**src/rtl/pipe_pkg.sv**
```systemverilog
// Shared types for the RV32I pipeline: forwarding selects, control-bit positions
// and the ID/EX pipeline register layout at the default configuration.
package pipe_pkg;

    typedef enum logic [1:0] {
        FWD_RF,
        FWD_EX,
        FWD_MEM,
        FWD_ZERO
    } fwd_sel_e;

    localparam int unsigned CTRL_IS_LOAD = 0;

    localparam int unsigned ID_EX_XLEN   = 32;
    localparam int unsigned ID_EX_CTRL_W = 16;

    typedef struct packed {
        logic [ID_EX_XLEN-1:0]   pc;
        logic [ID_EX_XLEN-1:0]   imm;
        logic [ID_EX_XLEN-1:0]   rs1_val;
        logic [ID_EX_XLEN-1:0]   rs2_val;
        logic [4:0]              rd;
        logic [ID_EX_CTRL_W-1:0] ctrl;
    } id_ex_t;

endpackage

```
**src/rtl/operand_bypass.sv**
```systemverilog
// Per-operand bypass mux: picks EX, MEM or regfile data for one source register,
// with x0 always reading as zero.
module operand_bypass
    import pipe_pkg::*;
#(
    parameter int unsigned XLEN = 32
) (
    input  logic [4:0]      rs_i,
    input  logic [XLEN-1:0] rf_data_i,
    input  logic            ex_valid_i,
    input  logic [4:0]      ex_rd_i,
    input  logic [XLEN-1:0] ex_data_i,
    input  logic            mem_valid_i,
    input  logic [4:0]      mem_rd_i,
    input  logic [XLEN-1:0] mem_data_i,
    output logic [XLEN-1:0] val_o
);

    fwd_sel_e sel;

    // Youngest producer wins: EX is newer than MEM.
    always_comb begin
        sel = FWD_RF;
        if (rs_i == 5'd0) begin
            sel = FWD_ZERO;
        end else if (ex_valid_i && (ex_rd_i == rs_i)) begin
            sel = FWD_EX;
        end else if (mem_valid_i && (mem_rd_i == rs_i)) begin
            sel = FWD_MEM;
        end
    end

    always_comb begin
        val_o = rf_data_i;
        unique case (sel)
            FWD_EX:   val_o = ex_data_i;
            FWD_MEM:  val_o = mem_data_i;
            FWD_ZERO: val_o = '0;
            default:  val_o = rf_data_i;
        endcase
    end

endmodule

```
**src/rtl/operand_fetch.sv**
```systemverilog
// Decode-to-execute operand stage: regfile addressing, EX/MEM forwarding,
// load-use bubble insertion and the ID/EX pipeline register.
module operand_fetch
    import pipe_pkg::*;
#(
    parameter int unsigned CTRL_W = 16,
    parameter int unsigned XLEN   = 32
) (
    input  logic              clk,
    input  logic              reset,
    input  logic              flush,

    input  logic              in_valid,
    output logic              in_ready,
    input  logic [XLEN-1:0]   in_pc,
    input  logic [XLEN-1:0]   in_imm,
    input  logic [4:0]        in_rs1,
    input  logic [4:0]        in_rs2,
    input  logic [4:0]        in_rd,
    input  logic              in_use_rs1,
    input  logic              in_use_rs2,
    input  logic [CTRL_W-1:0] in_ctrl,

    output logic [4:0]        rf_a1,
    output logic [4:0]        rf_a2,
    input  logic [XLEN-1:0]   rf_rd1,
    input  logic [XLEN-1:0]   rf_rd2,

    input  logic              ex_fwd_valid,
    input  logic [4:0]        ex_fwd_rd,
    input  logic [XLEN-1:0]   ex_fwd_data,
    input  logic              mem_fwd_valid,
    input  logic [4:0]        mem_fwd_rd,
    input  logic [XLEN-1:0]   mem_fwd_data,

    output logic              out_valid,
    input  logic              out_ready,
    output logic [XLEN-1:0]   out_pc,
    output logic [XLEN-1:0]   out_imm,
    output logic [XLEN-1:0]   out_rs1_val,
    output logic [XLEN-1:0]   out_rs2_val,
    output logic [4:0]        out_rd,
    output logic [CTRL_W-1:0] out_ctrl,

    output logic [31:0]       stall_count
);

    typedef struct packed {
        logic [XLEN-1:0]   pc;
        logic [XLEN-1:0]   imm;
        logic [XLEN-1:0]   rs1_val;
        logic [XLEN-1:0]   rs2_val;
        logic [4:0]        rd;
        logic [CTRL_W-1:0] ctrl;
    } stage_t;

    logic            valid_q, valid_d;
    stage_t          stage_q, stage_d;
    logic [31:0]     stall_count_q, stall_count_d;

    logic [XLEN-1:0] rs1_val, rs2_val;
    logic            lu;
    logic            accept;

    assign rf_a1 = in_rs1;
    assign rf_a2 = in_rs2;

    operand_bypass #(
        .XLEN (XLEN)
    ) u_bypass_rs1 (
        .rs_i        (in_rs1),
        .rf_data_i   (rf_rd1),
        .ex_valid_i  (ex_fwd_valid),
        .ex_rd_i     (ex_fwd_rd),
        .ex_data_i   (ex_fwd_data),
        .mem_valid_i (mem_fwd_valid),
        .mem_rd_i    (mem_fwd_rd),
        .mem_data_i  (mem_fwd_data),
        .val_o       (rs1_val)
    );

    operand_bypass #(
        .XLEN (XLEN)
    ) u_bypass_rs2 (
        .rs_i        (in_rs2),
        .rf_data_i   (rf_rd2),
        .ex_valid_i  (ex_fwd_valid),
        .ex_rd_i     (ex_fwd_rd),
        .ex_data_i   (ex_fwd_data),
        .mem_valid_i (mem_fwd_valid),
        .mem_rd_i    (mem_fwd_rd),
        .mem_data_i  (mem_fwd_data),
        .val_o       (rs2_val)
    );

    // A load sitting in ID/EX has no data for EX to forward yet; hold the consumer one cycle.
    always_comb begin
        lu = 1'b0;
        if (valid_q && stage_q.ctrl[CTRL_IS_LOAD] && (stage_q.rd != 5'd0)) begin
            lu = ((stage_q.rd == in_rs1) && in_use_rs1) ||
                 ((stage_q.rd == in_rs2) && in_use_rs2);
        end
    end

    assign in_ready = (!valid_q || out_ready) && !lu && !flush;
    assign accept   = in_valid && in_ready;

    always_comb begin
        valid_d = valid_q;
        stage_d = stage_q;
        if (flush) begin
            valid_d = 1'b0;
        end else if (accept) begin
            valid_d         = 1'b1;
            stage_d.pc      = in_pc;
            stage_d.imm     = in_imm;
            stage_d.rs1_val = rs1_val;
            stage_d.rs2_val = rs2_val;
            stage_d.rd      = in_rd;
            stage_d.ctrl    = in_ctrl;
        end else if (out_ready) begin
            valid_d = 1'b0;
        end
    end

    always_comb begin
        stall_count_d = stall_count_q;
        if (lu && in_valid && out_ready && !flush && (stall_count_q != 32'hFFFF_FFFF)) begin
            stall_count_d = stall_count_q + 32'd1;
        end
    end

    always_ff @(posedge clk) begin
        if (reset) begin
            valid_q       <= 1'b0;
            stage_q       <= '0;
            stall_count_q <= '0;
        end else begin
            valid_q       <= valid_d;
            stage_q       <= stage_d;
            stall_count_q <= stall_count_d;
        end
    end

    assign out_valid   = valid_q;
    assign out_pc      = stage_q.pc;
    assign out_imm     = stage_q.imm;
    assign out_rs1_val = stage_q.rs1_val;
    assign out_rs2_val = stage_q.rs2_val;
    assign out_rd      = stage_q.rd;
    assign out_ctrl    = stage_q.ctrl;
    assign stall_count = stall_count_q;

endmodule

```
**config.mk**
```make
export PLATFORM = sky130hd
export DESIGN_NAME = operand_fetch
export DESIGN_NICKNAME = d
export VERILOG_FILES = /design/src/rtl/pipe_pkg.sv /design/src/rtl/operand_bypass.sv /design/src/rtl/operand_fetch.sv
export SDC_FILE = /design/constraint.sdc
export NUM_CORES = 1
export LEC_CHECK = 0
export CORE_AREA = 2 2 171 173
export DETAILED_ROUTE_END_ITERATION = 7
export DIE_AREA = 0 0 173 175
export GPL_TIMING_DRIVEN = 1
export SETUP_SLACK_MARGIN = 0.2
export SYNTH_ARGS = -nofsm -noshare
export SYNTH_HDL_FRONTEND = slang
export SYNTH_SLANG_ARGS = --single-unit
```
**constraint.sdc**
```tcl
create_clock -name clk -period 2.5 [get_ports clk]
set_input_delay 0.5 -clock clk [delete_from_list [all_inputs] [get_ports clk]]
set_output_delay 0.5 -clock clk [all_outputs]
set_load 0.02 [all_outputs]
```
======== Yosys cells after proc, flatten, opt, wreduce, memory -nomap -nowiden ========
Cells that the tools add are included.
operators by class
  add/subtract/negate cells ............... 1
  equal/unequal tests ..................... 13
  multiplexer cells ....................... 11
  bitwise operators ....................... 1
  reductions and logical operators ........ 26
operator list
  cell                   number
  $pmux 32 s3            2
  $add 32x1->32 const B  1
  $ne 32x32->1 const B   1
  $eq 5x5->1             6
  $logic_and 1x1->1      15
  $mux 2                 6
  $logic_not 5->1        2
  $eq 2x2->1 const B     4
  $reduce_bool 5->1      1
  $eq 2x1->1 const B     2
  $logic_not 1->1        3
  $mux 1                 3
  $logic_or 1x1->1       2
  $reduce_and 2->1       1
  $reduce_bool 2->1      1
  $reduce_or 2->1        1
  $not 1->1              1
word-level totals
  bits in registers ....................... 182
  input port bits ......................... 242
  output and inout bits ................... 193
  word-level logic and storage cells ...... 60

======== Logic depth before layout (Yosys ltp) ========
Gate-level depths: netlist of run 1.
  depth in word-level cells ............... 9
  depth in mapped cells ................... 8

======== Modules after synthesis ========
From an unflattened synthesis of run 1, not the netlist that was laid out.
second synthesis, totals
  cell total of the unflattened synthesis .. 1,080
  area total of the unflattened synthesis .. 9,695.5 um2
modules (own cells, without submodules)
  module          times used  cells an instance  area an instance (um2)  seq. area each (um2)
  operand_fetch   1           710                7,153.1                 3,643.5
  operand_bypass  2           185                1,271.2                 0.0

======== Least setup slack after synthesis of run 1 ========
No wires, ideal clock.
  path kind ............................... register to output
  start point ............................. register stage_q, in the netlist out_rd[4]
  end point ............................... output port in_ready
  data arrival time ....................... 1.703 ns
  path slack .............................. 0.297 ns
  cell stages (with the launch flop) ...... 7
  buffers on the path ..................... 1
  path through ............................ dfxtp_1 > xnor2_1 > nand4_1 > o22ai_2 > clkbuf_1 > nand2_1 > and2_1
on the way
  cells in the longest elaborated chain, start to end .. 7
  elaborated cells between the ends (all ways) .. 11
  classes of those cells .................. 2 x eq/ne; 1 x mux; 8 x reduce/logical
RTL lines
  element                                      line                                        RTL
  start: declaration                           operand_fetch.sv:58                         stage_t stage_q, stage_d;
  start signal: assignment                     operand_fetch.sv:140                        stage_q <= stage_d;
  $eq 5x5->1, on equally long branches         operand_fetch.sv:100, operand_fetch.sv:101
  $logic_and 1x1->1, on equally long branches  operand_fetch.sv:100, operand_fetch.sv:101
  $logic_or 1x1->1                             operand_fetch.sv:100                        lu = ((stage_q.rd == in_rs1) && in_use_rs1) ||
  $mux 1 *                                     operand_fetch.sv:99                         if (valid_q && stage_q.ctrl[CTRL_IS_LOAD] && (stage_q.rd != 5'd0)) begin
  $logic_not 1->1 *                            operand_fetch.sv:105                        assign in_ready = (!valid_q || out_ready) && !lu && !flush;
  $logic_and 1x1->1 * (2 in series)            operand_fetch.sv:105
  end: declaration                             operand_fetch.sv:14                         output logic in_ready,
Mark *: on every way between the ends. The rest lies on a longest branch, timed or not.

======== Final worst setup path of run 1 ========
  start point ............................. register stage_q, in the netlist out_rd[1]
  end point ............................... output port in_ready
Same word-level chain as after synthesis.

==> summary.md, run 1 <==
| Metric | Value |
|---|---|
| Worst Setup End Kind | `output pin` |
| Synth warn | `0` |
| Arr. time, crit path | `1.93 ns` |
| # clock sinks | `182` |
| Final hold vios | `0` |
| DRT Pass-1 Iters | `4` |
| Synth Register Bits | `182` |
| Rows | `62` |
| Final #Nets | `1698` |
| Final WL | `34200 microns` |
| Top Ports | `435` |
| Avg Inst Size Synth | `8.46 sq um` |
| Post-synth EDFFs | `0` |
| Post-synth design cell area | `8340 sq um` |
| Final Critical Period | `2.43 ns` |
| Worst Path Class, Setup | `flip-flop to output pin` |
| Worst-margin pin slew | `0.579 ns` |
| Layout cells sized above 1 | `0.117` |
| Die height | `175 microns` |
| Clock Root Buffer | `clkbuf_16` |
| Static Leak | `0.00578 uW` |
| Initial DRC Count | `417` |
| Vias in the first global route | `8661` |
| Xor and xnor fraction of the mapped netlist area | `0.0441` |
| First-pass GRT wire length | `51300 microns` |
| Vias per inst | `4.75` |
| Clk_skew | `0.0201 ns` |
| Total placed instance area | `13700 sq um` |
| CP startpoint | `out_rd[1]` |
| CORE AREA | `28400 sq um` |
| Primary FF master, synth | `dfxtp_1` |
| Post-synthesis adder-cell area fraction | `0.00150` |
| CTS Buf Count | `17` |
| Highest-delay cell along the critical path | `or4_4` |
| Antenna violations before repair | `2` |
| Worst-Skew Late Latency | `0.43 ns` |
| CTS tree | `yes` |
| Maximum number of pins on one net before global-route repair | `53` |
| Distinct cells, synth | `44` |
| Post-synth top area share | `0.437` |
| GRT overflow | `0` |
| Placer congestion estimate | `0.878` |
| DIE AREA | `30300 sq um` |
| Pwr Density | `505 nW/um^2` |
| Max-cap violations | `0` |
| Design Power | `7330 uW` |
| Largest family of logic cells by synthesized area | `simple AND/OR/NAND/NOR gates` |
| Syn Inst Count | `985` |
| Post-Synth Simple-Gate Area | `0.200` |
| Worst-path clk slew | `0.08 ns` |
| Req. time, crit path | `2.00 ns` |
| Max H-tree Level | `4` |
| Area Growth Syn to Fin | `74.1%` |
| Total number of vias | `8814` |
| Critical path, cell by cell | `or4_4 -> o211a_1 -> nand2_2 -> and2_1 -> buf_4` |
| Max-slew violations | `0` |
| GR Util All Layers | `0.216` |
| Register area share after synthesis | `0.437` |
| R2r setup slk | `0.26 ns` |
| DP HPWL | `25900 microns` |
| # setup viols final | `0` |
| Post-Syn Nets | `1228` |
| Async SR Flop Fraction | `0` |
| Maximum clock insertion buffer count | `2` |
| Startpoint Class | `flip-flop` |
| Synth area leader | `dfxtp_1` |
| Hold path start | `out_imm[27]` |
| Max FO, Critical Path | `3` |
| Proportion of synthesized area in mux cells | `0.0900` |
| Port Buffer Count | `434` |
| CP peak stage delay | `0.54 ns` |
| Max Fclk | `412 MHz` |
| Slew margin rel. | `0.614` |
| Routed Antenna Nets | `0` |
| Max VDD drop | `0.408 mV` |
| Non-Filler Cell Area, Final | `14500 sq um` |
| Commonest non-fill, non-tap cell in the layout | `clkdlybuf4s50_1` |
| Min-delay worst type | `flip-flop to flip-flop` |
| Period utilization | `0.971` |
| Most frequent cells in the layout | `422 x clkdlybuf4s50_1, 244 x nand2_1, 179 x dfxtp_1, 93 x a21oi_1, 70 x buf_4` |
| Initial Utilization | `0.294` |
| Status | `finished, final reports clean` |
| DRC | `0` |
| Chip width | `173 microns` |
| Wire per inst | `18.4 microns` |
| Synth Area in Compound Gates | `0.177` |
| R2r startpoint | `out_rd[1]` |
| RSZ-0062 raised after global routing | `true` |
| Top post-synthesis cells by area | `dfxtp_1 44%, nand2_1 11%, mux2i_1 7.9%` |
## worst max-delay path: cells and delay by family (launching register included)
family | cells | cell delay, ns
compound gates | 1 | 0.25
buf+inv | 1 | 0.14
flops | 1 | 0.36
simple gates | 3 | 0.76
## routing by layer
metal | vias to the layer above | part of all wire | GRT usage
li1 | 4372 | - | -
met1 | 4086 | 0.40 | 0.247
met3 | 42 | 0.080 | 0.0731
met2 | 314 | 0.50 | 0.379
met4 | 0 | 0.026 | 0.0720
met5 | - | 0 | 0
## cells in the mapped netlist (4+ instances only)
library cell / number
mux2_2: 8
and2_1: 4
nand3_1: 14
mux2i_1: 66
o21ai_0: 53
nor4_1: 5
o21ai_1: 18
nand2_1: 245
xor2_1: 28
or3_1: 4
xnor2_1: 14
nand4_1: 20
or4_1: 7
a22o_1: 64
dfxtp_1: 182
buf_1: 6
nor3_1: 4
nor2b_1: 12
buf_4: 15
nor2_1: 32
a21oi_1: 93
buf_2: 16
clkbuf_1: 36
and4_1: 4
and3_1: 7
buf_6: 6
## flip-flops by register name (all words and copies together) (netlist names)
signal and cells:
out_imm 32, out_pc 32, out_rs1_val 32, out_rs2_val 32
stall_count 32, out_ctrl 16, out_rd 5, out_valid 1
## power breakdown
| part | switching (uW) | internal (uW) |
|---|---|---|
| sequential | 66.8 | 3020 |
| clock | 1350 | 1450 |
| combinational | 641 | 805 |
| total | 2060 | 5280 |
## final cells by class
type	instances	area, sq um
clock inverters	14	155
well taps	384	480
multi-input cells	723	4370
repair buffers	530	5410
clock buffers	18	439
inverters	1	3.75
flip-flops and latches	182	3650
fillers	2688	13900
diodes	2	5.00
## cells by family after synthesis
kind of cell	Yosys count
DFF	182
and+or+nand+nor	369
adders and majority gates	1
buffers and inverters	80
muxes	74
AOI/OAI and AO/OA	237
xor gates and xnor gates	42
## per-stage QoR
stage	hold slack (ns)	worst slack, ns	TNS [ns]	util	cells
6_report	0.453	0.0734	0	0.511	1854
5_1_grt	0.472	0.0237	0	0.511	1854
4_1_cts	0.455	0.0421	0	0.504	1843
3_5_place_dp	0.446	-0.462	-34.66	0.482	1810
3_3_place_gp	0.441	-0.470	-31.36	0.482	1810
2_1_floorplan	0.533	0.297	0	-	985
## repair_timing
item | 4_1_cts | 5_1_grt
buffers inserted | 1 | 7
cloned | 0 | 2
gates resized for setup | 19 | 21
endpoints found under the setup margin | 19 | 109
hold buffers | 0 | 0
endpoints found under the hold margin | 0 | 0
pin swaps | 5 | 7
## worst paths after layout
path | to | depth (start not counted)
worst max-delay path | in_ready | 5
worst min-delay path | out_imm[27] | 2
worst max register to register | stall_count[23] | 8
worst min register to register | out_imm[27] | 2
Note: power is estimated with default switching activity, not from simulation.
==> inputs of run 2 (changes only) <==
GPL_ROUTABILITY_DRIVEN = 1   (was default)
==> results of run 2 <==
The final DEF is identical to that of run 1; final timing and power are the same.
==> inputs of run 3 (changes only) <==
CTS_CLUSTER_SIZE = 14   (was default)
==> results of run 3 <==
The final DEF is identical to that of run 1; final timing and power are the same.
